**src/rtl/lab1_imul_resp_accum.sv**
```systemverilog
// -----------------------------------------------------------------------------
// lab1_imul_resp_accum
//
// Multiply-accumulate back end for the integer multiplier. Consumes the
// multiplier's 32-bit product stream over a val/rdy handshake, sums every
// group of p_nterms consecutive products into one 32-bit dot-product term, and
// hands that term (plus a sticky unsigned-carry flag) downstream over a second
// val/rdy handshake.
//
// The block alternates between two phases and never overlaps them:
//   ACCUM : in_rdy=1, out_val=0. Each accepted product is added into r_acc.
//           The p_nterms-th product moves the block to DONE.
//   DONE  : in_rdy=0, out_val=1. r_acc/r_ovf are presented unchanged until
//           the sink takes them, after which everything clears for the next
//           group.
//
// Parameters
//   p_nterms : products per group, legal range 1..256.
//
// Ports
//   clk      in   1   clock, all state updates on the rising edge
//   reset    in   1   synchronous, active-low reset (0 = reset)
//   in_val   in   1   product valid (multiplier response valid)
//   in_rdy   out  1   block can accept a product
//   in_msg   in   32  product (multiplier response result)
//   out_val  out  1   group sum valid
//   out_rdy  in   1   downstream ready
//   out_msg  out  32  group sum modulo 2^32
//   out_ovf  out  1   some unsigned add in the group carried out of bit 31
// -----------------------------------------------------------------------------
module lab1_imul_resp_accum #(
  parameter int p_nterms = 4
) (
  input  logic        clk,
  input  logic        reset,

  input  logic        in_val,
  output logic        in_rdy,
  input  logic [31:0] in_msg,

  output logic        out_val,
  input  logic        out_rdy,
  output logic [31:0] out_msg,
  output logic        out_ovf
);

  // ---------------------------------------------------------------------------
  // Local parameters
  // ---------------------------------------------------------------------------
  // The counter must be able to hold p_nterms itself (the value it would take
  // after the last add), hence clog2(p_nterms+1); never narrower than one bit.
  localparam int CntW = ($clog2(p_nterms + 1) < 1) ? 1 : $clog2(p_nterms + 1);

  // Count value seen while the final product of a group is being accepted.
  localparam logic [CntW-1:0] LastCnt = CntW'(p_nterms - 1);
  localparam logic [CntW-1:0] CntOne  = CntW'(1);

  typedef enum logic {
    ST_ACCUM = 1'b0,
    ST_DONE  = 1'b1
  } state_t;

  // ---------------------------------------------------------------------------
  // State registers and their next-state values
  // ---------------------------------------------------------------------------
  state_t            r_state;
  state_t            w_state_next;
  logic [CntW-1:0]   r_cnt;
  logic [CntW-1:0]   w_cnt_next;
  logic [31:0]       r_acc;
  logic [31:0]       w_acc_next;
  logic              r_ovf;
  logic              w_ovf_next;

  // Handshake strobes and the 33-bit adder result.
  logic              w_in_go;
  logic              w_out_go;
  logic [32:0]       w_sum;
  logic              w_last_term;

  // ---------------------------------------------------------------------------
  // Handshake signals
  // ---------------------------------------------------------------------------
  // in_rdy and out_val are a function of state and reset only, so there is no
  // combinational path from the producer's in_val or the sink's out_rdy back
  // to either interface. Gating with reset keeps both low for the whole time
  // reset is held, including the very first cycle before the state register
  // has been cleared.
  always_comb begin
    in_rdy  = reset && (r_state == ST_ACCUM);
    out_val = reset && (r_state == ST_DONE);
  end

  assign w_in_go  = in_val  && in_rdy;
  assign w_out_go = out_val && out_rdy;

  // Output data comes straight from registers.
  assign out_msg = r_acc;
  assign out_ovf = r_ovf;

  // ---------------------------------------------------------------------------
  // Datapath
  // ---------------------------------------------------------------------------
  // Zero-extend both operands to 33 bits so bit 32 is the unsigned carry out of
  // bit 31. The low 32 bits are the two's-complement wrap, so signed products
  // still sum correctly modulo 2^32; the carry is an unsigned indication only.
  assign w_sum       = {1'b0, r_acc} + {1'b0, in_msg};
  assign w_last_term = (r_cnt == LastCnt);

  // ---------------------------------------------------------------------------
  // Next-state / next-data logic
  // ---------------------------------------------------------------------------
  always_comb begin
    // NOTE: every signal assigned in this block gets a hold value first, so no
    // path through the case statement can leave one unassigned and infer a
    // latch.
    w_state_next = r_state;
    w_cnt_next   = r_cnt;
    w_acc_next   = r_acc;
    w_ovf_next   = r_ovf;

    unique case (r_state)
      ST_ACCUM: begin
        if (w_in_go) begin
          w_acc_next = w_sum[31:0];
          // Sticky: once any add in the group carries, the flag stays set
          // until the group is handed off.
          w_ovf_next = r_ovf | w_sum[32];
          w_cnt_next = r_cnt + CntOne;
          if (w_last_term) begin
            w_state_next = ST_DONE;
          end
        end
      end

      ST_DONE: begin
        // Hold the finished sum stable until the sink takes it, then clear
        // for the next group. in_rdy is low here, so no product can be
        // accepted in the same cycle as the hand-off.
        if (w_out_go) begin
          w_acc_next   = '0;
          w_ovf_next   = 1'b0;
          w_cnt_next   = '0;
          w_state_next = ST_ACCUM;
        end
      end

      default: begin
        w_state_next = ST_ACCUM;
      end
    endcase
  end

  // ---------------------------------------------------------------------------
  // State register
  // ---------------------------------------------------------------------------
  // NOTE: reset is sampled only on the clock edge (it is not in the
  // sensitivity list), which gives a synchronous reset; a partial group or a
  // pending, not-yet-taken sum is simply discarded.
  always_ff @(posedge clk) begin
    if (!reset) begin
      // NOTE: sequential state is updated with non-blocking assignments so
      // every register samples the pre-edge values of its inputs.
      r_state <= ST_ACCUM;
      r_cnt   <= '0;
      r_acc   <= '0;
      r_ovf   <= 1'b0;
    end else begin
      r_state <= w_state_next;
      r_cnt   <= w_cnt_next;
      r_acc   <= w_acc_next;
      r_ovf   <= w_ovf_next;
    end
  end

endmodule

```
**config.mk**
```make
export PLATFORM = sky130hd
export DESIGN_NAME = lab1_imul_resp_accum
export DESIGN_NICKNAME = d
export VERILOG_FILES = /design/src/rtl/lab1_imul_resp_accum.sv
export SDC_FILE = /design/constraint.sdc
export NUM_CORES = 1
export LEC_CHECK = 0
export CORE_MARGIN = 2
export CORE_UTILIZATION = 51
export DETAILED_ROUTE_END_ITERATION = 8
export GPL_TIMING_DRIVEN = 0
export PLACE_DENSITY = 0.9
export SLEW_MARGIN = 10
export SYNTH_ARGS = -nofsm -noshare
export SYNTH_HDL_FRONTEND = slang
export SYNTH_SLANG_ARGS = --single-unit
```
**constraint.sdc**
```tcl
create_clock -name clk -period 3.5 [get_ports clk]
set_input_delay 0.7 -clock clk [delete_from_list [all_inputs] [get_ports clk]]
set_output_delay 0.7 -clock clk [all_outputs]
set_load 0.02 [all_outputs]
```
==> reports/results.tsv, run 1 <==
metric	value	unit
post-route cell area	4010	µm²
CTS root buf	clkbuf_8	
Num CTS Buffers	5	
Hold Buf Count CTS	0	
asr flop ratio synth	0	%
worst hold stages	2	
sequential cell area fraction in the yosys report	23.7	%
most frequent cells in the layout	clkdlybuf4s50_1, nand2_1, o21ai_0	
Post-synth EDFFs	0	
status	finished, final reports clean	
port bufs	70	
height of the chip	82.2	µm
RSZ-0062 raised after global routing	false	
Layout area overhead	28.4	%
Post-synth top flop	dfxtp_1	
post-route ant nets	0	
power per cell area	459	nW/µm²
type of origin of the critical path	input pin	
Total Wirelength	8680	µm
initial antenna violation count	0	
Slew HR	45.6	%
DRC	0	
Initial DRT Pass Iterations	4	
fmax	0.313	GHz
period utilization	91.3	%
num rows	28	
Sinks on Clock Net	37	
Die ar.	6760	µm²
Final setup viols	0	
CP Class	input pin to flop	
IO Count	71	
Worst setup EP type	flop	
vias in the first global route	3126	
Buf/Inv on CP	3	
Global Route Usage Sum	26.9	%
min cycle time layout	3.19	ns
GP Congestion	0.952	
Slew Limit Fails	0	
Syn Std Cell Area	3120	µm²
post-layout power	1.84	mW
core area	5920	µm²
reg2reg path depth	11	
Crit path required time	3.69	ns
DR vias	3339	
final non-filler cell total	551	
crit path cell chain	clkdlybuf4s50_1 > ha_1 > inv_1 > fa_1 > nand2b_1 > a21oi_2 > or3_1 > buf_6 > a2111oi_4 > nor4_2 > or3_1 > a32o_1	
Leak	1.60	nW
Starting Density	52.7	%
critical path depth	12	
maximum vdd drop	249	µV
clk_lat worst skew	0.29	ns
share of cells above drive strength 1	5.46	%
CTS tree	built	
Max-Cap Viols	0	
largest area contributor in the netlist	dfxtp_1	
Ant. Diodes	0	
Place WS	-0.0842	ns
HP Class	flop to flop	
remaining global-route overflow	0	
Syn Area/Cell	7.84	µm²
first-pass GRT wire length	14200	µm
Netlist cell types	53	
critical path's top delay family	simple AND/OR/NAND/NOR gates	
pin count of the biggest net entering global routing	13	
critical-path maximum fanout	5	
Final Skew	0.00620	ns
Clock Pin Slew Worst Setup and Hold Paths	0.08	ns
CTS Buffer Depth	2	
DP Wirelength	6710	µm
measured slew at the worst slew-check pin	0.806	ns
Yosys warning count	0	
DR iter-0 viols	228	
Syn Inst Count	398	
Die X	82.2	µm
synth top area cells	dfxtp_1, ha_1, o21ai_0	
Worst EP arrival	3.38	ns
commonest non-fill, non-tap cell in the layout	clkdlybuf4s50_1	
Util after Layout	67.7	%
vias per inst	6.06	
synthesized flop and latch total	37	
Top cell by count, worst path	or3_1	
Placed Area	3920	µm²
Yosys top cell area share	23.7	%
H-tree Lvls	2	
post-DR wirelength/cell	15.8	µm
Hold Fails Final Rpt	0	
fin worst setup slack	0.306	ns
max incr delay on CP	0.42	ns
# placed instances	543	
Final nets	546	
slowest cell on the critical path	a2111oi_4	
Syn Nets	469	
[cell type report]
type / instances / area, µm²
inverters: 8 / 30.0
repair buffers: 70 / 701
fillers: 521 / 1910
plain buffers: 21 / 110
well taps: 75 / 93.8
clock inverters: 3 / 17.5
clock buffers: 5 / 68.8
multi-input cells: 332 / 2250
flip-flops and latches: 37 / 741
[synth_stat cells, types with 3 or more instances]
master    instances
nor3b_1           3
a22oi_1           4
nor2_1           13
clkbuf_1         13
xnor2_1           9
xor2_1           13
and4_1            3
buf_4             4
o21ai_0          45
and2_1            5
and3_1            6
o211ai_1          7
mux2i_1           4
a21oi_1          39
nor3_1            5
a211oi_1          5
nand2b_1          4
nand4_1          10
a21o_1            8
inv_1             8
dfxtp_1          37
nand3_1          13
nand2_1          48
o21bai_1          7
ha_1             34
nor2b_1          11
or3_1             3
[flip-flops by register name, summed over array words and instances, names as in the netlist]
| name | flops |
|---|---|
| out_msg | 32 |
| out_ovf | 1 |
| r_state | 1 |
| r_cnt | 3 |
[path summary, 6_finish.rpt]
kind,start,end,slack [ns]
worst max-delay path,in_msg[0],out_msg[28],0.31
worst min-delay path,out_msg[22],out_msg[22],0.48
worst max register to register,out_msg[0],out_msg[28],0.80
worst min register to register,out_msg[22],out_msg[22],0.48
[metal layers]
layer,vias up,global-route usage [%],share of wire (%)
li1,1627,-,-
met4,0,6.50,1.4
met3,13,4.13,6.2
met5,-,0,0
met1,1579,33.8,43
met2,120,47.8,49
[cell families (layout without fill, tap and decap cells)]
kind of cell,after synthesis,after routing,share of synthesized area (%)
multiplexers,4,4,1.28
buffers and inverters,29,107,4.49
XOR/XNOR,22,22,6.17
AND/OR/NAND/NOR,129,129,20.9
adder cells (fa/ha/maj),35,35,14.3
flip-flops,37,37,23.7
AO/OA/AOI/OAI,142,142,29.2
[worst reg2reg max path: stages, from the launching register on]
cell,delay [ns]
dfxtp_1,0.33
ha_1,0.19
inv_1,0.07
fa_1,0.17
nand2b_1,0.18
a21oi_2,0.08
or3_1,0.35
buf_6,0.15
a2111oi_4,0.42
nor4_2,0.08
or3_1,0.33
a32o_1,0.25
[report_power, final]
part	leakage, nW	switching [mW]	internal [mW]
clock network	0.0439	0.165	0.138
logic	1.25	0.559	0.437
registers	0.305	0.0533	0.489
[timing repair]
action	in CTS	in global routing
hold endpoints to repair	0	0
setup buffers	0	0
setup endpoints to repair	0	2
resized for setup	0	2
[per-stage QoR]
stage / setup TNS [ns] / hold slack [ns]
2_1_floorplan: 0 / 0.448
3_3_place_gp: 0 / 0.463
3_5_place_dp: -0.142 / 0.473
4_1_cts: 0 / 0.486
5_1_grt: 0 / 0.510
6_report: 0 / 0.481
(Power assumes the default switching activity.)
==> run 2, diff against run 1 <==
==> constraint.sdc (replaced) <==
create_clock -name clk -period 3.2 [get_ports clk]
set_input_delay 0.64 -clock clk [delete_from_list [all_inputs] [get_ports clk]]
set_output_delay 0.64 -clock clk [all_outputs]
set_load 0.02 [all_outputs]
==> run 2 against run 1 <==
Final cell count grew 0.18%. Sequential power grew 9.6%. Non-clock buffer count grew 1. Combinational power grew 10%. Routed wire length grew 0.93%. Cell area grew 0.62%. First-iteration DRC count shrank 18%. Clock power grew 9.6%. Sequential share of layout area shrank 0.11 points. Critical path depth is the same. Global-route usage grew 0.16 points. Largest power group unchanged.
==> reports/results.tsv, run 2 (synthesis results as in run 1) <==
metric	value	unit	change
status	finished, final reports clean		unchanged
period utilization	96.3	%	
Slew Limit Fails	0		unchanged
DRC	0		unchanged
critical path depth	12		unchanged
Final setup viols	0		unchanged
first-pass GRT wire length	14300	µm	was 14200 µm
height of the chip	82.2	µm	unchanged
core area	5920	µm²	unchanged
reg2reg path depth	11		unchanged
Global Route Usage Sum	27.0	%	was 26.9%
Place WS	-0.324	ns	was -0.0842 ns
Hold Buf Count CTS	0		unchanged
Crit path required time	3.39	ns	was 3.69 ns
Reg2Reg Setup Slack	0.55	ns	was 0.80 ns
Num CTS Buffers	5		unchanged
clk_lat worst skew	0.29	ns	about the same
Worst setup EP type	flop		unchanged
Final Skew	0.00668	ns	was 0.00620 ns
measured slew at the worst slew-check pin	0.844	ns	was 0.806 ns
Starting Density	52.7	%	unchanged
Die X	82.2	µm	unchanged
max incr delay on CP	0.40	ns	was 0.42 ns
Die ar.	6760	µm²	unchanged
Sinks on Clock Net	37		unchanged
Clock Pin Slew Worst Setup and Hold Paths	0.08	ns	about the same
vias per inst	6.09		was 6.06
Crit Reg-Reg Endpoint	out_msg[28]		unchanged
critical-path maximum fanout	5		unchanged
post-route cell area	4030	µm²	was 4010 µm²
Max-Cap Viols	0		unchanged
crit path cell chain	clkdlybuf4s50_1 > ha_1 > inv_1 > fa_1 > nand2b_1 > a21oi_2 > or3_1 > buf_6 > a2111oi_4 > nor4_2 > or3_1 > a32o_1		unchanged
hold slack	0.481	ns	about the same
CTS Buffer Depth	2		unchanged
type of origin of the critical path	input pin		unchanged
Final nets	547		was 546
Initial DRT Pass Iterations	5		was 4
maximum vdd drop	272	µV	was 249 µV
end of the critical path	out_msg[28]		unchanged
GP Congestion	0.952		unchanged
HP Class	flop to flop		unchanged
Buf/Inv on CP	3		unchanged
Layout area overhead	29.2	%	was 28.4%
fmax	0.324	GHz	
post-DR wirelength/cell	15.9	µm	was 15.8 µm
DP Wirelength	6710	µm	unchanged
min cycle time layout	3.08	ns	
Leak	1.60	nW	about the same
crit path from	in_msg[0]		unchanged
pin count of the biggest net entering global routing	13		unchanged
Placed Area	3920	µm²	unchanged
fin worst setup slack	0.117	ns	was 0.306 ns
Ant. Diodes	0		unchanged
Slew HR	43.0	%	was 45.6%
# placed instances	543		unchanged
share of cells above drive strength 1	6.29	%	was 5.46%
DR iter-0 viols	188		was 228
CP Class	input pin to flop		unchanged
slowest cell on the critical path	clkdlybuf4s50_1		was a2111oi_4
IO Count	71		unchanged
initial antenna violation count	0		unchanged
final non-filler cell total	552		was 551
DR vias	3362		was 3339
max reg flops	32		unchanged
critical path's top delay family	simple AND/OR/NAND/NOR gates		unchanged
number of fill cells in the layout	523		was 521
RSZ-0062 raised after global routing	false		unchanged
H-tree Lvls	2		unchanged
hold wc startpoint	out_msg[22]		unchanged
Hold Fails Final Rpt	0		unchanged
CTS tree	built		unchanged
commonest non-fill, non-tap cell in the layout	clkdlybuf4s50_1		unchanged
port bufs	70		unchanged
remaining global-route overflow	0		unchanged
power per cell area	502	nW/µm²	was 459 nW/µm²
Setup TNS	0	ns	unchanged
vias in the first global route	3136		was 3126
CTS root buf	clkbuf_8		unchanged
Crit Reg-Reg Startpoint	out_msg[0]		unchanged
Total Wirelength	8760	µm	was 8680 µm
post-route ant nets	0		unchanged
Top cell by count, worst path	or3_1		unchanged
Worst EP arrival	3.28	ns	was 3.38 ns
num rows	28		unchanged
most frequent cells in the layout	clkdlybuf4s50_1, nand2_1, o21ai_0		unchanged
-- run 2: routing by layer --
layer | vias to the layer above | wire length, µm | GRT usage [%]
li1 | 1630 | - | -
met1 | 1607 | 3830 | 34.1
met2 | 108 | 4320 | 47.8
met3 | 17 | 455 | 4.13
met4 | 0 | 151 | 7.00
met5 | - | 0 | 0
-- run 2: cell type report --
| type | count | area, µm² | share of cell area, % |
|---|---|---|---|
| clock buffers | 5 | 68.8 | 1.71 |
| repair buffers | 71 | 708 | 17.6 |
| multi-input cells | 332 | 2260 | 56.1 |
| inverters | 8 | 30.0 | 0.744 |
| plain buffers | 21 | 110 | 2.73 |
| well taps | 75 | 93.8 | 2.33 |
| flip-flops and latches | 37 | 741 | 18.4 |
| clock inverters | 3 | 17.5 | 0.434 |
-- run 2: metrics by stage --
stage	utilization, %	total power, mW
after global routing	68.1	2.18
after global placement	66.1	1.64
after detailed placement	66.1	1.67
after CTS	67.7	2.01
after floorplan	-	1.32
final	68.1	2.03
-- run 2: worst min-delay path by stage --
stage	to	slack, ns	depth (start not counted)
final	out_msg[22]	0.48	2
after global routing	out_msg[22]	0.51	2
after CTS	out_msg[22]	0.49	2
after detailed placement	out_msg[22]	0.47	2
after global placement	out_msg[22]	0.46	2
after floorplan	r_cnt[0]	0.45	2
-- run 2: repair_timing --
action | 4_1_cts | 5_1_grt
pin swaps | 0 | 1
cloned | 0 | 0
hold endpoints to repair | 0 | 0
gates resized for setup | 1 | 4
buffers inserted | 0 | 1
endpoints found under the setup margin | 2 | 5
-- run 2: where the power goes --
part / leakage, nW / internal [mW] / total, mW / switching (mW)
Combinational: 1.26 / 0.484 / 1.10 / 0.618
Sequential: 0.305 / 0.535 / 0.594 / 0.0586
Clock: 0.0439 / 0.151 / 0.331 / 0.181
-- run 2: worst min-delay path: cells and delay by family (launching register included) --
family	cells	cell delay [ns]
flip-flops	1	0.32
AND/OR/NAND/NOR	1	0.05
AO/OA/AOI/OAI	1	0.06
==> run 3, diff against run 2 <==
--- a/config.mk
+++ b/config.mk
@@ -10,6 +10,7 @@
 export DETAILED_ROUTE_END_ITERATION = 8
 export GPL_TIMING_DRIVEN = 0
 export PLACE_DENSITY = 0.9
+export SETUP_SLACK_MARGIN = 0.2
 export SLEW_MARGIN = 10
 export SYNTH_ARGS = -nofsm -noshare
 export SYNTH_HDL_FRONTEND = slang
==> run 3 against run 2 <==
First-iteration DRC count shrank 12%. Sequential cell count is the same. Critical path depth shrank 3. Largest cell class unchanged. Sequential share of layout area shrank 0.70 points. Core utilization grew 2.7 points. Global-route usage grew 1.0 points.
==> reports/results.tsv, run 3 (synthesis results as in run 1) <==
metric	value	unit	change
status	finished, final reports clean		unchanged
number of fill cells in the layout	485		was 523
CTS root buf	clkbuf_8		unchanged
Final setup viols	0		unchanged
post-route cell area	4190	µm²	was 4030 µm²
DP Wirelength	6710	µm	unchanged
CTS Buffer Depth	2		unchanged
final non-filler cell total	559		was 552
type of origin of the critical path	input pin		unchanged
first-pass GRT wire length	14800	µm	was 14300 µm
Slew HR	51.6	%	was 43.0%
Hold Path End	out_msg[22]		unchanged
Slew Limit Fails	0		unchanged
pin count of the biggest net entering global routing	13		unchanged
fin worst setup slack	0.207	ns	was 0.117 ns
initial antenna violation count	0		unchanged
Crit Reg-Reg Endpoint	out_msg[20]		was out_msg[28]
DR iter-0 viols	166		was 188
power per cell area	503	nW/µm²	was 502 nW/µm²
Final Skew	0.00831	ns	was 0.00668 ns
Initial DRT Pass Iterations	5		unchanged
CP Class	input pin to flop		unchanged
vias in the first global route	3237		was 3136
min cycle time layout	2.99	ns	was 3.08 ns
Hold Fails Final Rpt	0		unchanged
# placed instances	543		unchanged
commonest non-fill, non-tap cell in the layout	clkdlybuf4s50_1		unchanged
DR vias	3430		was 3362
hold wc startpoint	out_msg[22]		unchanged
height of the chip	82.2	µm	unchanged
CTS tree	built		unchanged
footprint of the multi-input gates	2360	µm²	was 2260 µm²
critical-path maximum fanout	10		was 5
remaining global-route overflow	0		unchanged
IO Count	71		unchanged
vias per inst	6.14		was 6.09
Layout area overhead	34.3	%	was 29.2%
period utilization	93.5	%	was 96.3%
Util after Layout	70.8	%	was 68.1%
max reg flops	32		unchanged
Register Area	741	µm²	unchanged
Crit path required time	3.37	ns	was 3.39 ns
Reg2Reg Setup Slack	0.51	ns	was 0.55 ns
Clock Pin Slew Worst Setup and Hold Paths	0.08	ns	about the same
most frequent cells in the layout	clkdlybuf4s50_1, nand2_1, o21ai_0		unchanged
Ant. Diodes	0		unchanged
clk_lat worst skew	0.30	ns	was 0.29 ns
Crit Reg-Reg Startpoint	out_msg[0]		unchanged
slowest cell on the critical path	a211oi_1		was clkdlybuf4s50_1
maximum vdd drop	298	µV	was 272 µV
Placed Area	3920	µm²	unchanged
post-route ant nets	0		unchanged
Worst EP arrival	3.16	ns	was 3.28 ns
Total Wirelength	9550	µm	was 8760 µm
Leak	1.69	nW	was 1.60 nW
Die X	82.2	µm	unchanged
Global Route Usage Sum	28.1	%	was 27.0%
Place WS	-0.324	ns	unchanged
port bufs	70		unchanged
worst hold stages	2		unchanged
crit path cell chain	clkdlybuf4s50_1 > ha_1 > buf_4 > a21o_1 > a211oi_1 > a2111oi_2 > nor3_1 > mux2i_1 > o211ai_1		was clkdlybuf4s50_1 > ha_1 > inv_1 > fa_1 > nand2b_1 > a21oi_2 > or3_1 > buf_6 > a2111oi_4 > nor4_2 > or3_1 > a32o_1
core area	5920	µm²	unchanged
share of cells above drive strength 1	11.0	%	was 6.29%
Sinks on Clock Net	37		unchanged
Starting Density	52.7	%	unchanged
Worst setup EP type	flop		unchanged
max incr delay on CP	0.62	ns	was 0.40 ns
reg2reg path depth	13		was 11
post-DR wirelength/cell	17.1	µm	was 15.9 µm
HP Class	flop to flop		unchanged
RSZ-0062 raised after global routing	true		was false
Max-Cap Viols	0		unchanged
num rows	28		unchanged
measured slew at the worst slew-check pin	0.716	ns	was 0.844 ns
Final nets	554		was 547
GP Congestion	0.952		unchanged
fmax	0.334	GHz	was 0.324 GHz
H-tree Lvls	2		unchanged
DRC	0		unchanged
Die ar.	6760	µm²	unchanged
Num CTS Buffers	5		unchanged
==> run 3: layer usage <==
layer  wire length (µm)  vias up  GRT usage, %
met5                  0        -             0
met3                435       14          5.33
li1                   -     1641             -
met1               4150     1647          34.2
met2               4800      128          49.5
met4                170        0          9.00
==> run 3: layout make-up <==
cell class | instances | share of cell area, %
plain buffers | 21 | 2.63
flip-flops and latches | 37 | 17.7
repair buffers | 78 | 18.3
clock buffers | 5 | 1.64
multi-input cells | 332 | 56.4
well taps | 75 | 2.24
clock inverters | 3 | 0.418
inverters | 8 | 0.716
==> run 3: worst max-delay path: cells and delay by family <==
| kind | cells | cell delay [ns] |
|---|---|---|
| simple gates | 1 | 0.26 |
| fa+ha+maj | 1 | 0.29 |
| mux | 1 | 0.22 |
| compound gates | 4 | 1.15 |
| buf+inv | 2 | 0.58 |
==> run 3: what timing repair did <==
| item | 4_1_cts | 5_1_grt |
|---|---|---|
| hold endpoints to repair | 0 | 0 |
| hold buffers | 0 | 0 |
| resized for setup | 8 | 23 |
| setup buffers | 4 | 4 |
| endpoints found under the setup margin | 6 | 13 |
| pin swaps | 6 | 9 |
==> run 3: worst max path at each step <==
stage	from	end	slack (ns)	cells after the start
2_1_floorplan	in_msg[0]	out_msg[28]	0.34	11
3_3_place_gp	in_msg[20]	out_msg[29]	-0.24	10
3_5_place_dp	in_msg[7]	out_msg[27]	-0.32	9
4_1_cts	in_msg[5]	out_msg[28]	0.22	10
5_1_grt	in_msg[10]	out_msg[29]	0.10	9
6_report	in_msg[10]	out_msg[29]	0.21	9
==> run 3: power breakdown <==
part / total (mW) / switching (mW) / internal [mW] / leakage [nW]
combinational: 1.18 / 0.652 / 0.523 / 1.34
clock: 0.338 / 0.187 / 0.151 / 0.0439
sequential: 0.598 / 0.0626 / 0.535 / 0.305
==> run 3: metrics by stage <==
stage / total power, mW / TNS (ns) / hold WS [ns]
2_1_floorplan: 1.32 / 0 / 0.448
3_3_place_gp: 1.64 / -1.13 / 0.463
5_1_grt: 2.25 / 0 / 0.510
3_5_place_dp: 1.67 / -1.63 / 0.473
4_1_cts: 2.03 / 0 / 0.486
6_report: 2.11 / 0 / 0.481
